[src/rtl/cache_ctrl_if.sv]
// Bundle of the CPU request port, cache-array port, memory port and
// performance counters seen by the cache sequencing controller.
interface cache_ctrl_if #(
  parameter int ADDR_W = 10,
  parameter int DATA_W = 32,
  parameter int CNT_W  = 16
);
  logic              cpu_req;
  logic              cpu_we;
  logic [ADDR_W-1:0] cpu_addr;
  logic [DATA_W-1:0] cpu_wdata;
  logic [DATA_W-1:0] cpu_rdata;
  logic              cpu_ready;
  logic              cpu_stall;

  logic [ADDR_W-1:0] cache_addr;
  logic [DATA_W-1:0] cache_wdata;
  logic              cache_read_en;
  logic              cache_write_en;
  logic [DATA_W-1:0] cache_rdata;

  logic              mem_req;
  logic              mem_we;
  logic [ADDR_W-1:0] mem_addr;
  logic [DATA_W-1:0] mem_wdata;
  logic [DATA_W-1:0] mem_rdata;
  logic              mem_ready;

  logic [CNT_W-1:0]  hit_cnt;
  logic [CNT_W-1:0]  miss_cnt;

  modport master (
    output cpu_req, cpu_we, cpu_addr, cpu_wdata, cache_rdata, mem_rdata, mem_ready,
    input  cpu_rdata, cpu_ready, cpu_stall, cache_addr, cache_wdata, cache_read_en,
           cache_write_en, mem_req, mem_we, mem_addr, mem_wdata, hit_cnt, miss_cnt
  );

  modport slave (
    input  cpu_req, cpu_we, cpu_addr, cpu_wdata, cache_rdata, mem_rdata, mem_ready,
    output cpu_rdata, cpu_ready, cpu_stall, cache_addr, cache_wdata, cache_read_en,
           cache_write_en, mem_req, mem_we, mem_addr, mem_wdata, hit_cnt, miss_cnt
  );
endinterface

[src/rtl/cache_ctrl.sv]
// Sequencing controller for a 32-line, 4-word direct-mapped write-through cache:
// tag/valid directory, hit/miss handling, word-by-word refill and counters.
module cache_ctrl #(
  parameter int ADDR_W = 10,
  parameter int DATA_W = 32,
  parameter int CNT_W  = 16
) (
  input logic         clk,
  input logic         rst,
  cache_ctrl_if.slave bus
);

  typedef enum logic [2:0] {IDLE, LOOKUP, RD_WAIT, REFILL, WR_MEM, RESP} state_t;

  state_t            state;
  logic [1:0]        k;
  logic              req_we;
  logic [ADDR_W-1:0] req_addr;
  logic [DATA_W-1:0] req_wdata;
  logic [31:0]       valid;
  logic [2:0]        tag_q [32];

  logic [DATA_W-1:0] cpu_rdata_q;
  logic              cpu_ready_q;
  logic              cache_re_q;
  logic              cache_we_q;
  logic [ADDR_W-1:0] cache_addr_q;
  logic [DATA_W-1:0] cache_wdata_q;
  logic              mem_req_q;
  logic              mem_we_q;
  logic [ADDR_W-1:0] mem_addr_q;
  logic [DATA_W-1:0] mem_wdata_q;
  logic [CNT_W-1:0]  hit_cnt_q;
  logic [CNT_W-1:0]  miss_cnt_q;

  logic [4:0] in_line, req_line;
  logic [2:0] in_tag, req_tag;
  logic       hit_in, hit_req, accept, refill_wr, fill_done;

  function automatic logic [CNT_W-1:0] sat_inc(input logic [CNT_W-1:0] v);
    return (&v) ? v : v + 1'b1;
  endfunction

  assign in_line   = bus.cpu_addr[6:2];
  assign in_tag    = bus.cpu_addr[9:7];
  assign req_line  = req_addr[6:2];
  assign req_tag   = req_addr[9:7];
  assign hit_in    = valid[in_line] && (tag_q[in_line] == in_tag);
  assign hit_req   = valid[req_line] && (tag_q[req_line] == req_tag);
  assign accept    = (state == IDLE) && bus.cpu_req;
  assign refill_wr = (state == REFILL) && bus.mem_ready;
  assign fill_done = refill_wr && (k == 2'd3);

  // Request latch and tag store hold data only; valid bits gate their use.
  always_ff @(posedge clk) begin
    if (accept) begin
      req_we    <= bus.cpu_we;
      req_addr  <= bus.cpu_addr;
      req_wdata <= bus.cpu_wdata;
    end
    if (fill_done) tag_q[req_line] <= req_tag;
  end

  always_ff @(posedge clk) begin
    if (rst) begin
      state         <= IDLE;
      k             <= 2'd0;
      valid         <= '0;
      cpu_rdata_q   <= '0;
      cpu_ready_q   <= 1'b0;
      cache_re_q    <= 1'b0;
      cache_we_q    <= 1'b0;
      cache_addr_q  <= '0;
      cache_wdata_q <= '0;
      mem_req_q     <= 1'b0;
      mem_we_q      <= 1'b0;
      mem_addr_q    <= '0;
      mem_wdata_q   <= '0;
      hit_cnt_q     <= '0;
      miss_cnt_q    <= '0;
    end else begin
      cpu_ready_q <= 1'b0;
      cache_re_q  <= 1'b0;
      cache_we_q  <= 1'b0;
      case (state)
        IDLE: begin
          if (bus.cpu_req) begin
            state <= LOOKUP;
            // Directory is stable until a refill, so the hit seen here is the
            // one LOOKUP acts on; this lets the cache strobes be registered.
            if (hit_in) begin
              cache_re_q    <= !bus.cpu_we;
              cache_we_q    <= bus.cpu_we;
              cache_addr_q  <= bus.cpu_addr;
              cache_wdata_q <= bus.cpu_wdata;
            end
          end
        end
        LOOKUP: begin
          if (hit_req) hit_cnt_q  <= sat_inc(hit_cnt_q);
          else         miss_cnt_q <= sat_inc(miss_cnt_q);
          if (req_we) begin
            mem_req_q   <= 1'b1;
            mem_we_q    <= 1'b1;
            mem_addr_q  <= req_addr;
            mem_wdata_q <= req_wdata;
            state       <= WR_MEM;
          end else if (hit_req) begin
            state <= RD_WAIT;
          end else begin
            k          <= 2'd0;
            mem_req_q  <= 1'b1;
            mem_we_q   <= 1'b0;
            mem_addr_q <= {req_addr[ADDR_W-1:2], 2'd0};
            state      <= REFILL;
          end
        end
        RD_WAIT: begin
          cpu_rdata_q <= bus.cache_rdata;
          cpu_ready_q <= 1'b1;
          state       <= RESP;
        end
        REFILL: begin
          if (bus.mem_ready) begin
            if (k == req_addr[1:0]) cpu_rdata_q <= bus.mem_rdata;
            if (k == 2'd3) begin
              valid[req_line] <= 1'b1;
              mem_req_q       <= 1'b0;
              cpu_ready_q     <= 1'b1;
              state           <= RESP;
            end else begin
              mem_addr_q <= {req_addr[ADDR_W-1:2], k + 2'd1};
            end
            k <= k + 2'd1;
          end
        end
        WR_MEM: begin
          if (bus.mem_ready) begin
            mem_req_q   <= 1'b0;
            mem_we_q    <= 1'b0;
            cpu_ready_q <= 1'b1;
            state       <= RESP;
          end
        end
        RESP:    state <= IDLE;
        default: state <= IDLE;
      endcase
    end
  end

  // Refill words go straight into the array in the same cycle mem_ready arrives.
  assign bus.cache_write_en = cache_we_q | refill_wr;
  assign bus.cache_addr     = refill_wr ? mem_addr_q : cache_addr_q;
  assign bus.cache_wdata    = refill_wr ? bus.mem_rdata : cache_wdata_q;
  assign bus.cache_read_en  = cache_re_q;

  assign bus.cpu_rdata = cpu_rdata_q;
  assign bus.cpu_ready = cpu_ready_q;
  assign bus.cpu_stall = (state != IDLE);
  assign bus.mem_req   = mem_req_q;
  assign bus.mem_we    = mem_we_q;
  assign bus.mem_addr  = mem_addr_q;
  assign bus.mem_wdata = mem_wdata_q;
  assign bus.hit_cnt   = hit_cnt_q;
  assign bus.miss_cnt  = miss_cnt_q;

endmodule

[src/flat_wrapper.sv]
// flat-port wrapper written by rule: the top's interface ports become plain ports
module cache_ctrl_flat 
#(
  parameter int ADDR_W = 10,
  parameter int DATA_W = 32,
  parameter int CNT_W  = 16
)
  (clk, rst, bus_cpu_req, bus_cpu_we, bus_cpu_addr, bus_cpu_wdata, bus_cache_rdata, bus_mem_rdata, bus_mem_ready, bus_cpu_rdata, bus_cpu_ready, bus_cpu_stall, bus_cache_addr, bus_cache_wdata, bus_cache_read_en, bus_cache_write_en, bus_mem_req, bus_mem_we, bus_mem_addr, bus_mem_wdata, bus_hit_cnt, bus_miss_cnt);
  cache_ctrl_if #(.ADDR_W(ADDR_W), .DATA_W(DATA_W), .CNT_W(CNT_W)) bus_i ();
  input logic clk;
  input logic rst;
  input wire logic [$bits(bus_i.cpu_req)-1:0] bus_cpu_req;
  input wire logic [$bits(bus_i.cpu_we)-1:0] bus_cpu_we;
  input wire logic [$bits(bus_i.cpu_addr)-1:0] bus_cpu_addr;
  input wire logic [$bits(bus_i.cpu_wdata)-1:0] bus_cpu_wdata;
  input wire logic [$bits(bus_i.cache_rdata)-1:0] bus_cache_rdata;
  input wire logic [$bits(bus_i.mem_rdata)-1:0] bus_mem_rdata;
  input wire logic [$bits(bus_i.mem_ready)-1:0] bus_mem_ready;
  output wire logic [$bits(bus_i.cpu_rdata)-1:0] bus_cpu_rdata;
  output wire logic [$bits(bus_i.cpu_ready)-1:0] bus_cpu_ready;
  output wire logic [$bits(bus_i.cpu_stall)-1:0] bus_cpu_stall;
  output wire logic [$bits(bus_i.cache_addr)-1:0] bus_cache_addr;
  output wire logic [$bits(bus_i.cache_wdata)-1:0] bus_cache_wdata;
  output wire logic [$bits(bus_i.cache_read_en)-1:0] bus_cache_read_en;
  output wire logic [$bits(bus_i.cache_write_en)-1:0] bus_cache_write_en;
  output wire logic [$bits(bus_i.mem_req)-1:0] bus_mem_req;
  output wire logic [$bits(bus_i.mem_we)-1:0] bus_mem_we;
  output wire logic [$bits(bus_i.mem_addr)-1:0] bus_mem_addr;
  output wire logic [$bits(bus_i.mem_wdata)-1:0] bus_mem_wdata;
  output wire logic [$bits(bus_i.hit_cnt)-1:0] bus_hit_cnt;
  output wire logic [$bits(bus_i.miss_cnt)-1:0] bus_miss_cnt;
  assign bus_i.cpu_req = bus_cpu_req;
  assign bus_i.cpu_we = bus_cpu_we;
  assign bus_i.cpu_addr = bus_cpu_addr;
  assign bus_i.cpu_wdata = bus_cpu_wdata;
  assign bus_i.cache_rdata = bus_cache_rdata;
  assign bus_i.mem_rdata = bus_mem_rdata;
  assign bus_i.mem_ready = bus_mem_ready;
  assign bus_cpu_rdata = bus_i.cpu_rdata;
  assign bus_cpu_ready = bus_i.cpu_ready;
  assign bus_cpu_stall = bus_i.cpu_stall;
  assign bus_cache_addr = bus_i.cache_addr;
  assign bus_cache_wdata = bus_i.cache_wdata;
  assign bus_cache_read_en = bus_i.cache_read_en;
  assign bus_cache_write_en = bus_i.cache_write_en;
  assign bus_mem_req = bus_i.mem_req;
  assign bus_mem_we = bus_i.mem_we;
  assign bus_mem_addr = bus_i.mem_addr;
  assign bus_mem_wdata = bus_i.mem_wdata;
  assign bus_hit_cnt = bus_i.hit_cnt;
  assign bus_miss_cnt = bus_i.miss_cnt;
  cache_ctrl #(.ADDR_W(ADDR_W), .DATA_W(DATA_W), .CNT_W(CNT_W)) u_core (.clk(clk), .rst(rst), .bus(bus_i));
endmodule
[config.mk]
export PLATFORM = sky130hd
export DESIGN_NAME = cache_ctrl_flat
export DESIGN_NICKNAME = d
export VERILOG_FILES = /design/src/rtl/cache_ctrl_if.sv /design/src/rtl/cache_ctrl.sv /design/src/flat_wrapper.sv
export SDC_FILE = /design/constraint.sdc
export NUM_CORES = 1
export LEC_CHECK = 0
export CORE_MARGIN = 10
export CORE_UTILIZATION = 48
export DETAILED_ROUTE_END_ITERATION = 10
export PLACE_DENSITY = 0.83
export SYNTH_ARGS = -nofsm -noshare
export SYNTH_HDL_FRONTEND = slang
export SYNTH_SLANG_ARGS = --single-unit
[constraint.sdc]
create_clock -name clk -period 3.7 [get_ports clk]
set_input_delay 0.925 -clock clk [delete_from_list [all_inputs] [get_ports clk]]
set_output_delay 0.925 -clock clk [all_outputs]
set_load 0.01 [all_outputs]
==> impl_metrics.toml <==
[run_status]
status = "finished clean"

[yosys]
syn_nets = 1456
synth_area_leader_cell = "edfxtp_1"
synth_compound_area_share_pct = 5.862
yosys_warnings = 0
synth_cell_types = 48
synthAdderAreaFrac_pct = 0.2564
syn_area_mm2 = 0.01464
muxShareOfSynthArea_pct = 17.89
synthFlopType = "dfxtp_1"
netlist.area_leader.share_pct = 28.51
synthXorXnorAreaFrac_pct = 1.854
async_reset_ff_share_pct = 0
synth_top_family_by_area = "multiplexers"
syn_inst = 1342
synth-simple-area-share_pct = 16.10
syn_avg_cell_area_um2 = 10.91
synth_edf_count = 139
ys_seq_elements = 334
ys_top_cells_by_area = "edfxtp_1, dfxtp_1, mux2i_1"
ys_seq_area_share_pct = 55.17

[timing]
finalCriticalPeriod_ns = 3.598
fmaxAchievable_mhz = 278.0
maxSlewViolCount = 0
post-route-period-util_pct = 97.23
tns_ns = 0
clock_skew_ns = 0.02465
setup_violations = 0
layout_setup_ws_ns = 0.1023
finalHoldViolCount = 0
slew_headroom_pct = 39.61
worst_pin_slew_ns = 0.9059

[clock_tree]
cts_tree = "done"
htree_levels = 2
clock_latency_ns = 0.53
clk_path_buf_depth = 3
ctsRootBufferMaster = "clkbuf_16"
clock-sinks = 334
cts_buffers = 35
path_clk_slew_ns = 0.06
post_cts_buffers = 0

[place]
hpwl_um = 31770
place_ws_ns = -0.03109
place_inst = 1959
placed_area_mm2 = 0.01796
gp_congestion = 0.9014
io_buffers = 264

[finish]
drive_gt1_share_pct = 11.70
nNetsFinal = 1720
fillers = 2189
design_area_mm2 = 0.01912
syn2layout_area_growth_pct = 30.58
finalNonFillerCells = 2024

[floorplan]
start_util_pct = 49.01
die_h_um = 194.7
fp.dieArea_mm2 = 0.03789
rows = 63
io_pins = 265
core_mm2 = 0.02987
die_w_um = 194.7

[global_routing]
met3_usage_pct = 6.040
grt_max_degree = 125
antenna_found_initial = 1
grt_overflow = 0
gr-usage-met1_pct = 26.86
grt_pass1_wl_um = 67690
gr-usage-met2_pct = 37.40
grt_pass1_vias = 11880
grtUsageTotal_pct = 22.20
busiest_layer = "met2"

[pwr]
total_power_mw = 8.935
p_leak_nw = 7.438
powerDensity_mw_per_mm2 = 467.3
vdd_drop_max_mv = 0.2884

[critical_path]
end_kind = "output pin"
cp_slowest_stage_delay_ns = 0.56
path_class = "in2out"
crit_chain = "clkdlybuf4s50_1, inv_1, nor2_4, buf_12, nand2_1, nand2_1, clkdlybuf4s50_1"
cp_slowest_cell = "clkdlybuf4s50_1"
cp.arrival_ns = 2.67
critPathLaunchType = "primary input"
path_max_fanout = 25
required_ns = 2.77

[detailed_routing]
vias_per_cell = 5.715
route.detailed.drc = 0
wl_per_cell_um = 21.87
drtIter0Drc = 1133
drtPass1Iterations = 5
wirelength_um = 44260
via_count = 11570
final_antenna_net_count = 0

[worst_hold_path]
min_path_type = "reg2reg"

[flow_run]
cap_violations = 0
worst max-delay path, delay by kind of cell:
kind / cells / cell delay, ns
buffers and inverters: 4 / 1.39
and+or+nand+nor: 3 / 0.35
final cells by class:
| class | count | area, um^2 | area share (%) |
|---|---|---|---|
| sequential | 334 | 8079 | 42.26 |
| multi-input combinational | 905 | 6195 | 32.40 |
| timing repair buffer | 318 | 3169 | 16.58 |
| clock buffer | 53 | 994.7 | 5.203 |
| tap | 390 | 488.0 | 2.552 |
| clock inverter | 11 | 146.4 | 0.7657 |
| inverter | 12 | 45.04 | 0.2356 |
| antenna | 1 | 2.502 | 0.01309 |
timing repair:
item                                    in CTS  in global routing
hold buffers                                 0                  0
endpoints found under the setup margin       1                  7
resized for setup                            1                  3
cell usage after synthesis, types with 2 or more instances:
master,instances
mux4_2,50
buf_1,7
edfxtp_1,139
nand2b_1,8
a31oi_1,2
nor2_1,214
nand3b_1,6
o21ai_0,8
clkbuf_1,63
nor3_1,2
nor4b_1,5
xnor2_1,23
mux2_2,10
nor3b_1,2
dfxtp_1,195
and4_1,2
inv_1,12
a41o_1,3
a2bb2oi_1,2
nand4_1,13
and3_1,9
or3_1,3
and2_1,6
nand3_1,28
a211oi_1,36
ha_1,3
nor2b_1,10
a21oi_1,42
nand2_1,228
a311oi_1,3
buf_2,20
xor2_1,8
mux2i_1,138
o21ba_2,8
nor4_2,7
a22oi_1,15
logic make-up after synthesis:
kind of cell,after synthesis
AO/OA/AOI/OAI,126
buffers and inverters,103
XOR/XNOR,31
AND/OR/NAND/NOR,547
multiplexers,198
flip-flops,334
adder cells (fa/ha/maj),3
flip-flops by register name (all words and copies together) (netlist names), 2 cells and up, named ones only:
| register | count |
|---|---|
| u_core.req_wdata | 32 |
| u_core.k | 2 |
| u_core.bus.cpu_rdata | 32 |
| u_core.cache_wdata_q | 32 |
| u_core.bus.miss_cnt | 16 |
| u_core.bus.mem_addr | 10 |
| u_core.bus.mem_wdata | 32 |
| u_core.state | 3 |
| u_core.cache_addr_q | 10 |
| u_core.tag_q | 96 |
| u_core.valid | 32 |
| u_core.bus.hit_cnt | 16 |
| u_core.req_addr | 10 |
layout by cell type (no fill, tap or decap), drive strengths merged, types with 5 or more instances in the layout:
cell type,instances
clkinv,6
xor2,8
edfxtp,139
clkbuf,53
nor4b,5
dfxtp,195
mux2,10
a22oi,15
nor4,7
xnor2,23
o21ba,8
nor2,214
nor2b,10
nand2b,8
o21ai,8
inv,13
and2,6
nand3,28
mux4,50
nand4,13
a21oi,42
and3,9
nand2,228
buf,57
nand3b,6
a211oi,36
clkdlybuf4s50,259
mux2i,138
final timing paths:
| check | start | slack, ns | cells after the start | end |
|---|---|---|---|---|
| worst max-delay path | bus_mem_ready | 0.10 | 7 | bus_cache_wdata[23] |
| worst min-delay path | u_core.bus.mem_wdata[14] | 0.45 | 2 | u_core.bus.mem_wdata[14] |
| worst max register to register | flip-flop | 0.21 | 10 | u_core.bus.hit_cnt[15] |
| worst min register to register | u_core.bus.mem_wdata[14] | 0.45 | 2 | u_core.bus.mem_wdata[14] |
through the flow:
| step | utilization [%] | hold slack [ns] |
|---|---|---|
| 2_1_floorplan | - | 0.4572 |
| 4_1_cts | 63.95 | 0.4532 |
| 5_1_grt | 63.99 | 0.4688 |
| 6_report | 64.00 | 0.4532 |
| 3_3_place_gp | 60.12 | 0.4414 |
| 3_5_place_dp | 60.12 | 0.4462 |
power breakdown:
part / total (mW) / leakage [nW] / switching, mW / internal [mW]
clock: 3.54 / 0.553 / 1.46 / 2.08
sequential: 4.15 / 2.85 / 0.140 / 4.01
combinational: 1.25 / 4.04 / 0.653 / 0.594
layer usage:
metal	share of wire (%)	vias up
li1	-	5274
met1	39	5642
met2	49	549
met3	8.7	101
met4	3.0	2
met5	0.029	-
No activity file was read; power rests on OpenSTA's default activity.
